File: src/rtl/decrypt.sv
// LWE decryption engine: streams ciphertext elements with matching key elements and
// emits the decoded plaintext. Define DECRYPT_ROUNDING_EN for round-to-nearest decode.
module decrypt #(
   parameter int PLAINTEXT_MODULUS  = 64,
   parameter int PLAINTEXT_WIDTH    = 6,
   parameter int CIPHERTEXT_MODULUS = 1024,
   parameter int CIPHERTEXT_WIDTH   = 10,
   parameter int DIMENSION          = 1
) (
   input  logic                        clk,
   input  logic                        rst_n,
   input  logic                        flush,
   input  logic                        ct_valid,
   output logic                        ct_ready,
   input  logic [CIPHERTEXT_WIDTH-1:0] ct_element,
   input  logic [CIPHERTEXT_WIDTH-1:0] sk_element,
   output logic                        pt_valid,
   input  logic                        pt_ready,
   output logic [PLAINTEXT_WIDTH-1:0]  plaintext
);

   // state  | meaning
   // ACCUM  | accepting elements, ct_ready=1, pt_valid=0
   // OUTPUT | holding decoded plaintext, ct_ready=0, pt_valid=1

   localparam int CW = CIPHERTEXT_WIDTH;
   localparam int PW = PLAINTEXT_WIDTH;
   localparam int IW = (DIMENSION > 0) ? $clog2(DIMENSION + 1) : 1;
   localparam logic [IW-1:0] IDX_LAST = IW'(DIMENSION);

`ifdef DECRYPT_ROUNDING_EN
   localparam logic [CW-1:0] OFFSET = CW'(1) << (CW - PW - 1);
`else
   localparam logic [CW-1:0] OFFSET = '0;
`endif

   generate
      if (PLAINTEXT_MODULUS != (1 << PLAINTEXT_WIDTH)) begin : g_bad_t
         $error("PLAINTEXT_MODULUS must equal 2**PLAINTEXT_WIDTH");
      end
      if (CIPHERTEXT_MODULUS != (1 << CIPHERTEXT_WIDTH)) begin : g_bad_q
         $error("CIPHERTEXT_MODULUS must equal 2**CIPHERTEXT_WIDTH");
      end
      if (CIPHERTEXT_WIDTH <= PLAINTEXT_WIDTH) begin : g_bad_w
         $error("CIPHERTEXT_WIDTH must exceed PLAINTEXT_WIDTH");
      end
   endgenerate

   typedef enum logic {
      ACCUM  = 1'b0,
      OUTPUT = 1'b1
   } state_t;

   state_t          state_q, state_d;
   logic [CW-1:0]   acc_q, acc_d;
   logic [IW-1:0]   idx_q, idx_d;
   logic [PW-1:0]   plaintext_q, plaintext_d;
   logic            pt_valid_q, pt_valid_d;
   logic            ct_ready_q, ct_ready_d;

   logic [CW-1:0]   product;
   logic [CW-1:0]   residual;
   logic [CW-1:0]   rounded;
   logic            xfer;

   assign product  = ct_element * sk_element;
   assign residual = acc_q + ct_element;
   assign rounded  = residual + OFFSET;
   assign xfer     = ct_valid && ct_ready_q;

   always_comb begin
      state_d     = state_q;
      acc_d       = acc_q;
      idx_d       = idx_q;
      plaintext_d = plaintext_q;
      pt_valid_d  = pt_valid_q;
      ct_ready_d  = ct_ready_q;
      case (state_q)
         ACCUM: begin
            if (flush) begin
               // flush takes priority over an element offered in the same cycle
               acc_d = '0;
               idx_d = '0;
            end else if (xfer) begin
               if (idx_q == IDX_LAST) begin
                  plaintext_d = rounded[CW-1 -: PW];
                  acc_d       = '0;
                  idx_d       = '0;
                  state_d     = OUTPUT;
                  pt_valid_d  = 1'b1;
                  ct_ready_d  = 1'b0;
               end else begin
                  acc_d = acc_q - product;
                  idx_d = idx_q + 1'b1;
               end
            end
         end
         OUTPUT: begin
            if (pt_ready) begin
               state_d    = ACCUM;
               pt_valid_d = 1'b0;
               ct_ready_d = 1'b1;
            end
         end
         default: begin
            state_d    = ACCUM;
            pt_valid_d = 1'b0;
            ct_ready_d = 1'b1;
         end
      endcase
   end

   always_ff @(posedge clk or negedge rst_n) begin
      if (!rst_n) begin
         state_q     <= ACCUM;
         acc_q       <= '0;
         idx_q       <= '0;
         plaintext_q <= '0;
         pt_valid_q  <= 1'b0;
         ct_ready_q  <= 1'b1;
      end else begin
         state_q     <= state_d;
         acc_q       <= acc_d;
         idx_q       <= idx_d;
         plaintext_q <= plaintext_d;
         pt_valid_q  <= pt_valid_d;
         ct_ready_q  <= ct_ready_d;
      end
   end

   assign ct_ready  = ct_ready_q;
   assign pt_valid  = pt_valid_q;
   assign plaintext = plaintext_q;

endmodule

File: config.mk
export PLATFORM = sky130hd
export DESIGN_NAME = decrypt
export DESIGN_NICKNAME = d
export VERILOG_FILES = /design/src/rtl/decrypt.sv
export SDC_FILE = /design/constraint.sdc
export NUM_CORES = 1
export LEC_CHECK = 0
export ABC_AREA = 1
export CAP_MARGIN = 20
export CORE_ASPECT_RATIO = 1.1
export CORE_MARGIN = 2
export CORE_UTILIZATION = 45
export DETAILED_ROUTE_END_ITERATION = 6
export PLACE_DENSITY = 0.66
export SYNTH_ARGS = -nofsm -noshare
export SYNTH_HDL_FRONTEND = slang
export SYNTH_SLANG_ARGS = --single-unit
File: constraint.sdc
create_clock -name clk -period 4 [get_ports clk]
set_input_delay 1.2 -clock clk [delete_from_list [all_inputs] [get_ports clk]]
set_output_delay 1.2 -clock clk [all_outputs]
set_load 0.02 [all_outputs]
==> flow_summary.ini, run 1 <==
[worst_setup_path]
arrival_ns = 4.96
worst-setup-path-type = in -> reg
cp.required_ns = 4.20
path_cells = buf_12 > nand2_1 > inv_1 > fa_1 > ha_2 > fa_1 > inv_2 > fa_1 > inv_2 > fa_1 > inv_2 > ha_4 > inv_2 > o21bai_1 > a21oi_2 > nand2_2 > nand2_2 > nand2_1 > nand2_1 > nand2_2 > inv_2 > nand2_2 > nand3_2 > nand2_1
cpMaxStageDelayCell = fa_1
worst_setup_path_start_kind = primary input
setup.worst_path.end_class = register
critPathMaxFanout = 7
critPathMaxStageDelay_ns = 0.55
cp_common_cell = inv_2
worstPathBufferInverterCount = 7
cp_top_family = adder cells

[sta]
hold_slack_ns = 0.485
timing.final.crit_share = 1.19
max_slew_margin = 0.401
final-hold-violation-count = 0
setup_ws_ns = -0.757
drv_slew = 0
rsz0062_at_grt = true
finalSetupViolCount = 5
clock.fmax_mhz = 210
worst_pin_slew_ns = 0.895
skew_ns = 0.00472
fin_crit_ns = 4.76

[global_routing]
grt_pass1_vias = 3131
grt_max_degree = 21
overflow = 0
grt_pass1_wl_um = 13800
antenna_found_initial = 0
gr-usage-all-layers = 0.221

[yosys]
synth_area_sq_um = 3160
synth.distinct_cells = 32
ys_warn_count = 0
synth_area_leaders = fa_1, dfrtp_1, ha_1
synth_top_area_share = 0.203
synth_nets = 530
syn_area_per_cell_sq_um = 7.27
yosysTopAreaCell = fa_1
syn_inst = 435
synth-seq-cells = 20
ys_seq_area_frac = 0.159

[die]
design.die.area_sq_um = 7710
rows = 32
io_pins = 33
start_util = 0.456
core_sq_um = 6930
die_h_um = 91.9
chipWidth_um = 83.9

[routing]
drt_wl_total_um = 7840
route.met2.wl_um = 4200
wl_met3_um = 277
drc_errors = 0
vias = 2864
via_per_inst = 4.84
drtIter0Drc = 63
top_layer = met4
drtPass1Iterations = 4
wire_per_inst_um = 13.2
postRouteAntennaNets = 0
wl_met1_um = 3200

[power_and_ir_drop]
sequentialPowerShare = 0.101
p_leak_nw = 2.40
p_clk_frac = 0.041
netSwitchingFraction = 0.479
power_density_nw_per_um2 = 810
p_switching_w = 0.00162
internal_power_w = 0.00176
p_comb_frac = 0.858
peakVddDrop_uv = 701

[clock_tree]
cts_root_buf = clkbuf_8
clockBufferDepth = 2
clkSinkCount = 20
cts_made_buffers = 3
clk_latency_ns = 0.26
clk_pin_slew_ns = 0.07
htree_num_levels = 1
cts_tree = yes

[final_layout]
nFillCells = 645
final_nets = 603
num_antenna_cells = 0
area_delta_synth_final_pct = 32.2
drive_above_1_share = 0.247

[outcome]
status = finished, violations left
violations = negative setup slack

[job]
maxCapViolCount = 0

[placed_design]
dpl_worst_slack_ns = -1.62
gp_congestion = 0.880
dp_hpwl_um = 6460
portBuffers = 32

[worst_hold_path]
min_path_type = reg -> reg
[registers in the layout, indices dropped and copies added, names as in the netlist]
register   flops
plaintext      6
pt_valid       1
idx_q          1
ct_ready       1
state_q        1
acc_q         10
[cell type report]
cell class,instances,area [sq um],area share
Multi-Input combinational cell,284,2370,0.568
Timing Repair Buffer,75,683,0.163
Sequential cell,20,502,0.120
Inverter,124,468,0.112
Tap cell,85,106,0.0254
Clock buffer,4,45.0,0.0108
[stage by stage]
stage	instances	TNS, ns	utilization	power (W)	area [sq um]
after detailed placement	584	-8.60	0.565	0.00277	3920
after CTS	592	-3.02	0.593	0.00323	4110
after global routing	592	-3.73	0.603	0.00378	4180
after global placement	584	-8.37	0.565	0.00272	3920
final	592	-2.89	0.603	0.00339	4180
after floorplan	435	-2.60	-	0.00201	3260
[kinds of logic (layout without fill, tap and decap cells)]
family	Yosys count	in the layout	synth area share
adders and majority gates	70	70	0.353
AOI/OAI and AO/OA	42	42	0.0792
xor gates and xnor gates	14	14	0.0412
buffers and inverters	131	203	0.159
DFF	20	20	0.159
and+or+nand+nor	158	158	0.209
[worst min-delay path, stage by stage, from the launching register on]
cell	delay, ns
dfrtp_1	0.35
nand2_1	0.05
nand2_1	0.06
[synthesized netlist by cell type]
cell type / instances
nand2_1: 121
inv_1: 120
ha_1: 38
fa_1: 32
dfrtp_1: 19
nand3_1: 17
nor2_1: 11
a21oi_1: 9
o21ai_0: 9
o21ai_1: 8
xor2_1: 8
buf_2: 7
o22ai_1: 6
xnor2_1: 5
a21o_1: 3
inv_2: 3
a31oi_1: 2
nor3_1: 2
or2_1: 2
a21boi_1: 1
a21oi_4: 1
a22o_1: 1
dfstp_2: 1
inv_4: 1
nand4_1: 1
nor3_4: 1
nor4_4: 1
o211ai_1: 1
o21bai_1: 1
or2_0: 1
or2_2: 1
xnor2_2: 1
[per-layer routing]
layer / track usage / up-vias
met5: 0 / -
met4: 0.0538 / 0
met3: 0.0234 / 12
met2: 0.423 / 51
met1: 0.263 / 1364
li1: - / 1437
[final timing paths]
| check | startpoint | endpoint | slack [ns] | cells after the start |
|---|---|---|---|---|
| max in group asynchronous | rst_n | acc_q[1] | 2.01 | 1 |
| worst min-delay path | plaintext[2] | plaintext[2] | 0.49 | 2 |
| worst min register to register | plaintext[2] | plaintext[2] | 0.49 | 2 |
| worst max register to register | acc_q[6] | acc_q[9] | 0.60 | 20 |
| min in group asynchronous | rst_n | plaintext[4] | 1.44 | 1 |
| worst max-delay path | sk_element[1] | acc_q[9] | -0.76 | 24 |
[power by group through the flow]
stage / clock [W] / sequential (W) / combinational [W]
after floorplan: 0 / 0.000389 / 0.00162
after global placement: 0 / 0.000346 / 0.00238
after detailed placement: 0 / 0.000346 / 0.00243
after CTS: 0.000142 / 0.000342 / 0.00275
after global routing: 0.000153 / 0.000352 / 0.00327
final: 0.000139 / 0.000341 / 0.00291
[layout by cell type, fill, tap and decap left out, types with 5 or more instances in the layout]
master,instances
nand2_1,108
nand3_1,14
buf_6,11
nor2_1,9
ha_1,27
nand2_2,12
xor2_1,7
xnor2_1,5
ha_4,7
dfrtp_1,19
fa_1,29
o22ai_1,5
clkdlybuf4s50_1,17
inv_2,23
inv_1,100
o21ai_0,7
buf_4,35
o21ai_1,10
a21oi_1,6
[what timing repair did]
item,CTS,global route
gates resized for setup,98,25
endpoints found under the setup margin,8,6
pin swaps,38,29
buffers inserted,5,1
hold buffers,0,0
(Power assumes the default switching activity.)
==> run 2: changes to the inputs <==
--- a/config.mk
+++ b/config.mk
@@ -6,12 +6,11 @@
 export NUM_CORES = 1
 export LEC_CHECK = 0
 export ABC_AREA = 1
-export CAP_MARGIN = 20
+export CAP_MARGIN = 10
 export CORE_ASPECT_RATIO = 1.1
 export CORE_MARGIN = 2
-export CORE_UTILIZATION = 45
+export CORE_UTILIZATION = 35
 export DETAILED_ROUTE_END_ITERATION = 6
-export PLACE_DENSITY = 0.66
 export SYNTH_ARGS = -nofsm -noshare
 export SYNTH_HDL_FRONTEND = slang
 export SYNTH_SLANG_ARGS = --single-unit
==> flow_summary.ini, run 2 (synthesis results as in run 1) <==
[placed_design]
gp_congestion = 0.826
dp.cells = 613
postPlaceCellArea_sq_um = 3950
dpl_worst_slack_ns = -1.61
portBuffers = 32
dp_hpwl_um = 6620

[worst_setup_path]
critPathMaxFanout = 7
path_cells = buf_12 > nand2_4 > inv_2 > fa_1 > fa_2 > ha_4 > inv_2 > fa_1 > inv_2 > fa_1 > inv_2 > ha_4 > inv_2 > o21bai_1 > a21oi_1 > nand2_1 > nand2_1 > nand2_1 > nand2_1 > nand2_1 > inv_1 > nand2_1 > nand3_1 > nand2_1
worst-setup-path-type = in -> reg
cp.required_ns = 4.20
worst_setup_path_start_kind = primary input
r2r_cells = 20
cpMaxStageDelayCell = fa_1
worstPathBufferInverterCount = 7
r2r_start = acc_q[5]
critPathMaxStageDelay_ns = 0.55
rrSetupSlack_ns = 0.62
reg2reg_to = acc_q[9]
cp_top_family = adder cells
cp_common_cell = nand2_1
arrival_ns = 4.96
setup.worst_path.end_class = register

[sta]
skew_ns = 0.00119
clock.fmax_mhz = 210
drv_slew = 0
setup_ws_ns = -0.758
fin_crit_ns = 4.76
max_slew_margin = 0.367
worst_pin_slew_ns = 0.946
timing.final.crit_share = 1.19
rsz0062_at_grt = true
final-hold-violation-count = 0
finalSetupTns_ns = -2.59
finalSetupViolCount = 5

[outcome]
status = finished, violations left
violations = negative setup slack

[final_layout]
finalNonFillerCells = 622
final_cell_mix = nand2_1, inv_1, buf_4
regMostFlops = acc_q
final_nets = 604
area_delta_synth_final_pct = 33.0
final_common_cell = nand2_1
largest_reg_flops = 10
drive_above_1_share = 0.230
regArea_sq_um = 502
nFillCells = 905
num_antenna_cells = 0
design_area_sq_um = 4200
multiInputGateArea_sq_um = 2350

[die]
io_pins = 33
core_sq_um = 8830
chipWidth_um = 94.6
die_h_um = 104
start_util = 0.358
design.die.area_sq_um = 9810
rows = 36

[worst_hold_path]
worstHoldStart = plaintext[2]
min_path_type = reg -> reg
worstHoldPathCells = 2
holdPathEnd = plaintext[2]

[power_and_ir_drop]
p_leak_nw = 2.40
power_density_nw_per_um2 = 768
peakVddDrop_uv = 622

[clock_tree]
cts_tree = yes
clkSinkCount = 20
cts_root_buf = clkbuf_8
htree_num_levels = 1
clockBufferDepth = 2
cts_made_buffers = 3
clk_latency_ns = 0.25
cts_hold_buf = 0
clk_pin_slew_ns = 0.07

[global_routing]
antenna_found_initial = 0
met3_usage = 0.0189
top_usage_layer = met2
grt_max_degree = 21
gr-usage-all-layers = 0.171
overflow = 0
grt_use_met2 = 0.319
grt_pass1_wl_um = 13600
grt_pass1_vias = 3033
use_met1 = 0.216

[routing]
vias = 2832
drtIter0Drc = 86
drc_errors = 0
drt_wl_total_um = 7870
via_per_inst = 4.55
wire_per_inst_um = 12.7
postRouteAntennaNets = 0
drtPass1Iterations = 4

[job]
maxCapViolCount = 0
==> run 2: layout make-up <==
class                           count  share of cell area
Multi-Input combinational cell    284               0.559
Sequential cell                    20               0.119
Inverter                          124               0.111
Clock buffer                        4              0.0131
Timing Repair Buffer               76               0.163
Tap cell                          114              0.0339
==> run 2: worst register-to-register path: cells and delay by family (launching register included) <==
family                     cells  cell delay, ns
AOI/OAI and AO/OA              1            0.16
adders and majority gates      4            1.77
buffers and inverters          6            0.35
DFF                            1            0.39
and+or+nand+nor                9            0.63
==> run 2: how the worst max path moves through the flow <==
stage                  start       end  slack, ns  cells after the start
3_5_place_dp   sk_element[1]  acc_q[9]      -1.61                     24
2_1_floorplan  sk_element[1]  acc_q[9]      -0.77                     23
6_report       sk_element[1]  acc_q[9]      -0.76                     24
4_1_cts        sk_element[1]  acc_q[9]      -0.68                     24
5_1_grt        sk_element[1]  acc_q[9]      -0.96                     24
3_3_place_gp   sk_element[1]  acc_q[9]      -1.55                     24
==> run 2: timing repair <==
action / in CTS / in global routing
gates resized for setup: 89 / 21
cloned: 0 / 0
setup buffers: 5 / 1
setup endpoints to repair: 8 / 6
pin swaps: 33 / 10
==> run 2: layer usage <==
layer | wire (um) | up-vias
met5 | 0 | -
met4 | 85 | 0
met3 | 200 | 8
met2 | 4220 | 37
met1 | 3370 | 1343
li1 | - | 1444
==> run 2: report_power, final <==
| part | switching [W] | internal (W) | leakage, nW |
|---|---|---|---|
| sequential | 0.0000573 | 0.000287 | 0.256 |
| combinational | 0.00142 | 0.00131 | 2.12 |
| clock | 0.0000660 | 0.0000876 | 0.0288 |
==> run 2: through the flow <==
stage          power [W]  hold slack [ns]   util
6_report         0.00323            0.483  0.476
4_1_cts          0.00307            0.493  0.467
5_1_grt          0.00363            0.530  0.476
3_5_place_dp     0.00275            0.473  0.448
3_3_place_gp     0.00268            0.467  0.448
2_1_floorplan    0.00201            0.498      -
==> run 3: changes to the inputs <==
--- a/config.mk
+++ b/config.mk
@@ -11,6 +11,7 @@
 export CORE_MARGIN = 2
 export CORE_UTILIZATION = 35
 export DETAILED_ROUTE_END_ITERATION = 6
+export SKIP_CTS_REPAIR_TIMING = 1
 export SYNTH_ARGS = -nofsm -noshare
 export SYNTH_HDL_FRONTEND = slang
 export SYNTH_SLANG_ARGS = --single-unit
==> flow_summary.ini, run 3 (synthesis results as in run 1) <==
[sta]
drv_slew = 0
final-hold-violation-count = 0
max_slew_margin = 0.367
fin_crit_ns = 4.77
rsz0062_at_grt = true
setup_ws_ns = -0.765
worst_pin_slew_ns = 0.947
finalSetupTns_ns = -2.49
hold_slack_ns = 0.483
skew_ns = 0.00164
timing.final.crit_share = 1.19
finalSetupViolCount = 5
clock.fmax_mhz = 210

[power_and_ir_drop]
p_clk_frac = 0.050
p_switching_w = 0.00149
sequentialPowerShare = 0.111
power_w = 0.00309
p_leak_nw = 2.44
netSwitchingFraction = 0.481
power_density_nw_per_um2 = 737
p_comb_frac = 0.839
peakVddDrop_uv = 522
internal_power_w = 0.00160

[clock_tree]
clk_pin_slew_ns = 0.07
clockBufferDepth = 2
cts_root_buf = clkbuf_8
cts_tree = yes
htree_num_levels = 1
cts_made_buffers = 3
clkSinkCount = 20
clk_latency_ns = 0.26

[outcome]
violations = negative setup slack
status = finished, violations left

[placed_design]
gp_congestion = 0.826
portBuffers = 32
dpl_worst_slack_ns = -1.61
dp_hpwl_um = 6620
postPlaceCellArea_sq_um = 3950

[global_routing]
grt_pass1_vias = 2974
grt_pass1_wl_um = 13300
grt_max_degree = 21
antenna_found_initial = 0
gr-usage-all-layers = 0.167
overflow = 0

[final_layout]
nFillCells = 905
largest_reg_flops = 10
drive_above_1_share = 0.230
area_delta_synth_final_pct = 32.6
num_antenna_cells = 0
final_common_cell = nand2_1
design_area_sq_um = 4190
final_cell_mix = nand2_1, inv_1, buf_4
final_nets = 604
regMostFlops = acc_q

[worst_setup_path]
critPathMaxFanout = 5
path_cells = buf_12 > nand2_4 > inv_2 > fa_1 > fa_2 > ha_4 > inv_2 > fa_1 > inv_2 > fa_1 > inv_2 > ha_4 > inv_2 > o21bai_1 > a21oi_1 > nand2_1 > nand2_1 > nand2_1 > nand2_1 > nand2_1 > nand3_1 > nand3_1 > nand2_1
cpMaxStageDelayCell = fa_1
worst_setup_path_start_kind = primary input
r2r_cells = 19
worst-setup-path-type = in -> reg
cp.required_ns = 4.15
cp_common_cell = nand2_1
setup.worst_path.end_class = register
critPathMaxStageDelay_ns = 0.57
arrival_ns = 4.92

[routing]
postRouteAntennaNets = 0
wire_per_inst_um = 12.6
via_per_inst = 4.55
drt_wl_total_um = 7820
vias = 2832
drc_errors = 0
drtPass1Iterations = 4
drtIter0Drc = 72

[die]
rows = 36
design.die.area_sq_um = 9810
chipWidth_um = 94.6
start_util = 0.358
io_pins = 33
core_sq_um = 8830
die_h_um = 104

[job]
maxCapViolCount = 0

[worst_hold_path]
min_path_type = reg -> reg
worstHoldPathCells = 2
-- run 3: changes by cell type in the layout (fill, tap and decap cells not counted), sizes merged --
cell,before,now
dlygate4sd2,3,0
dlymetal6s2s,0,6
clkdlybuf4s15,3,0
-- run 3: worst max-delay path: cells and delay by family --
| family | cells | cell delay (ns) |
|---|---|---|
| adder cells (fa/ha/maj) | 6 | 2.59 |
| buffers and inverters | 6 | 0.29 |
| AO/OA/AOI/OAI | 2 | 0.21 |
| AND/OR/NAND/NOR | 9 | 0.62 |
-- run 3: area by class of cell --
class	count	area (sq um)	area share
sequential	20	502	0.120
clock buffer	4	55.1	0.0131
tap	114	143	0.0340
multi-input combinational	284	2330	0.556
inverter	124	468	0.112
timing repair buffer	76	693	0.165
-- run 3: metrics by stage --
step / std cells / utilization
2_1_floorplan: 435 / -
4_1_cts: 617 / 0.454
3_3_place_gp: 613 / 0.448
5_1_grt: 622 / 0.475
3_5_place_dp: 613 / 0.448
6_report: 622 / 0.475
-- run 3: path summary, 6_finish.rpt --
check / startpoint / end / slack (ns)
max: sk_element[1] / acc_q[9] / -0.77
min: plaintext[2] / plaintext[2] / 0.48
max reg2reg: acc_q[6] / acc_q[9] / 0.65
min reg2reg: plaintext[2] / plaintext[2] / 0.48
max in group asynchronous: rst_n / idx_q / 1.96
min in group asynchronous: rst_n / plaintext[4] / 1.47
-- run 3: per-layer routing --
layer / up-vias / part of all wire / global-route usage
met4: 0 / 0.013 / 0.0145
met1: 1332 / 0.42 / 0.213
met2: 48 / 0.54 / 0.311
met3: 10 / 0.031 / 0.0189
li1: 1442 / - / -
met5: - / 0 / 0
-- run 3: power groups by stage --
stage	registers (W)	logic [W]	clock network (W)
floorplan	0.000389	0.00162	0
global placement	0.000347	0.00233	0
detailed placement	0.000349	0.00240	0
CTS	0.000345	0.00242	0.000161
global route	0.000355	0.00297	0.000170
finish	0.000344	0.00259	0.000154
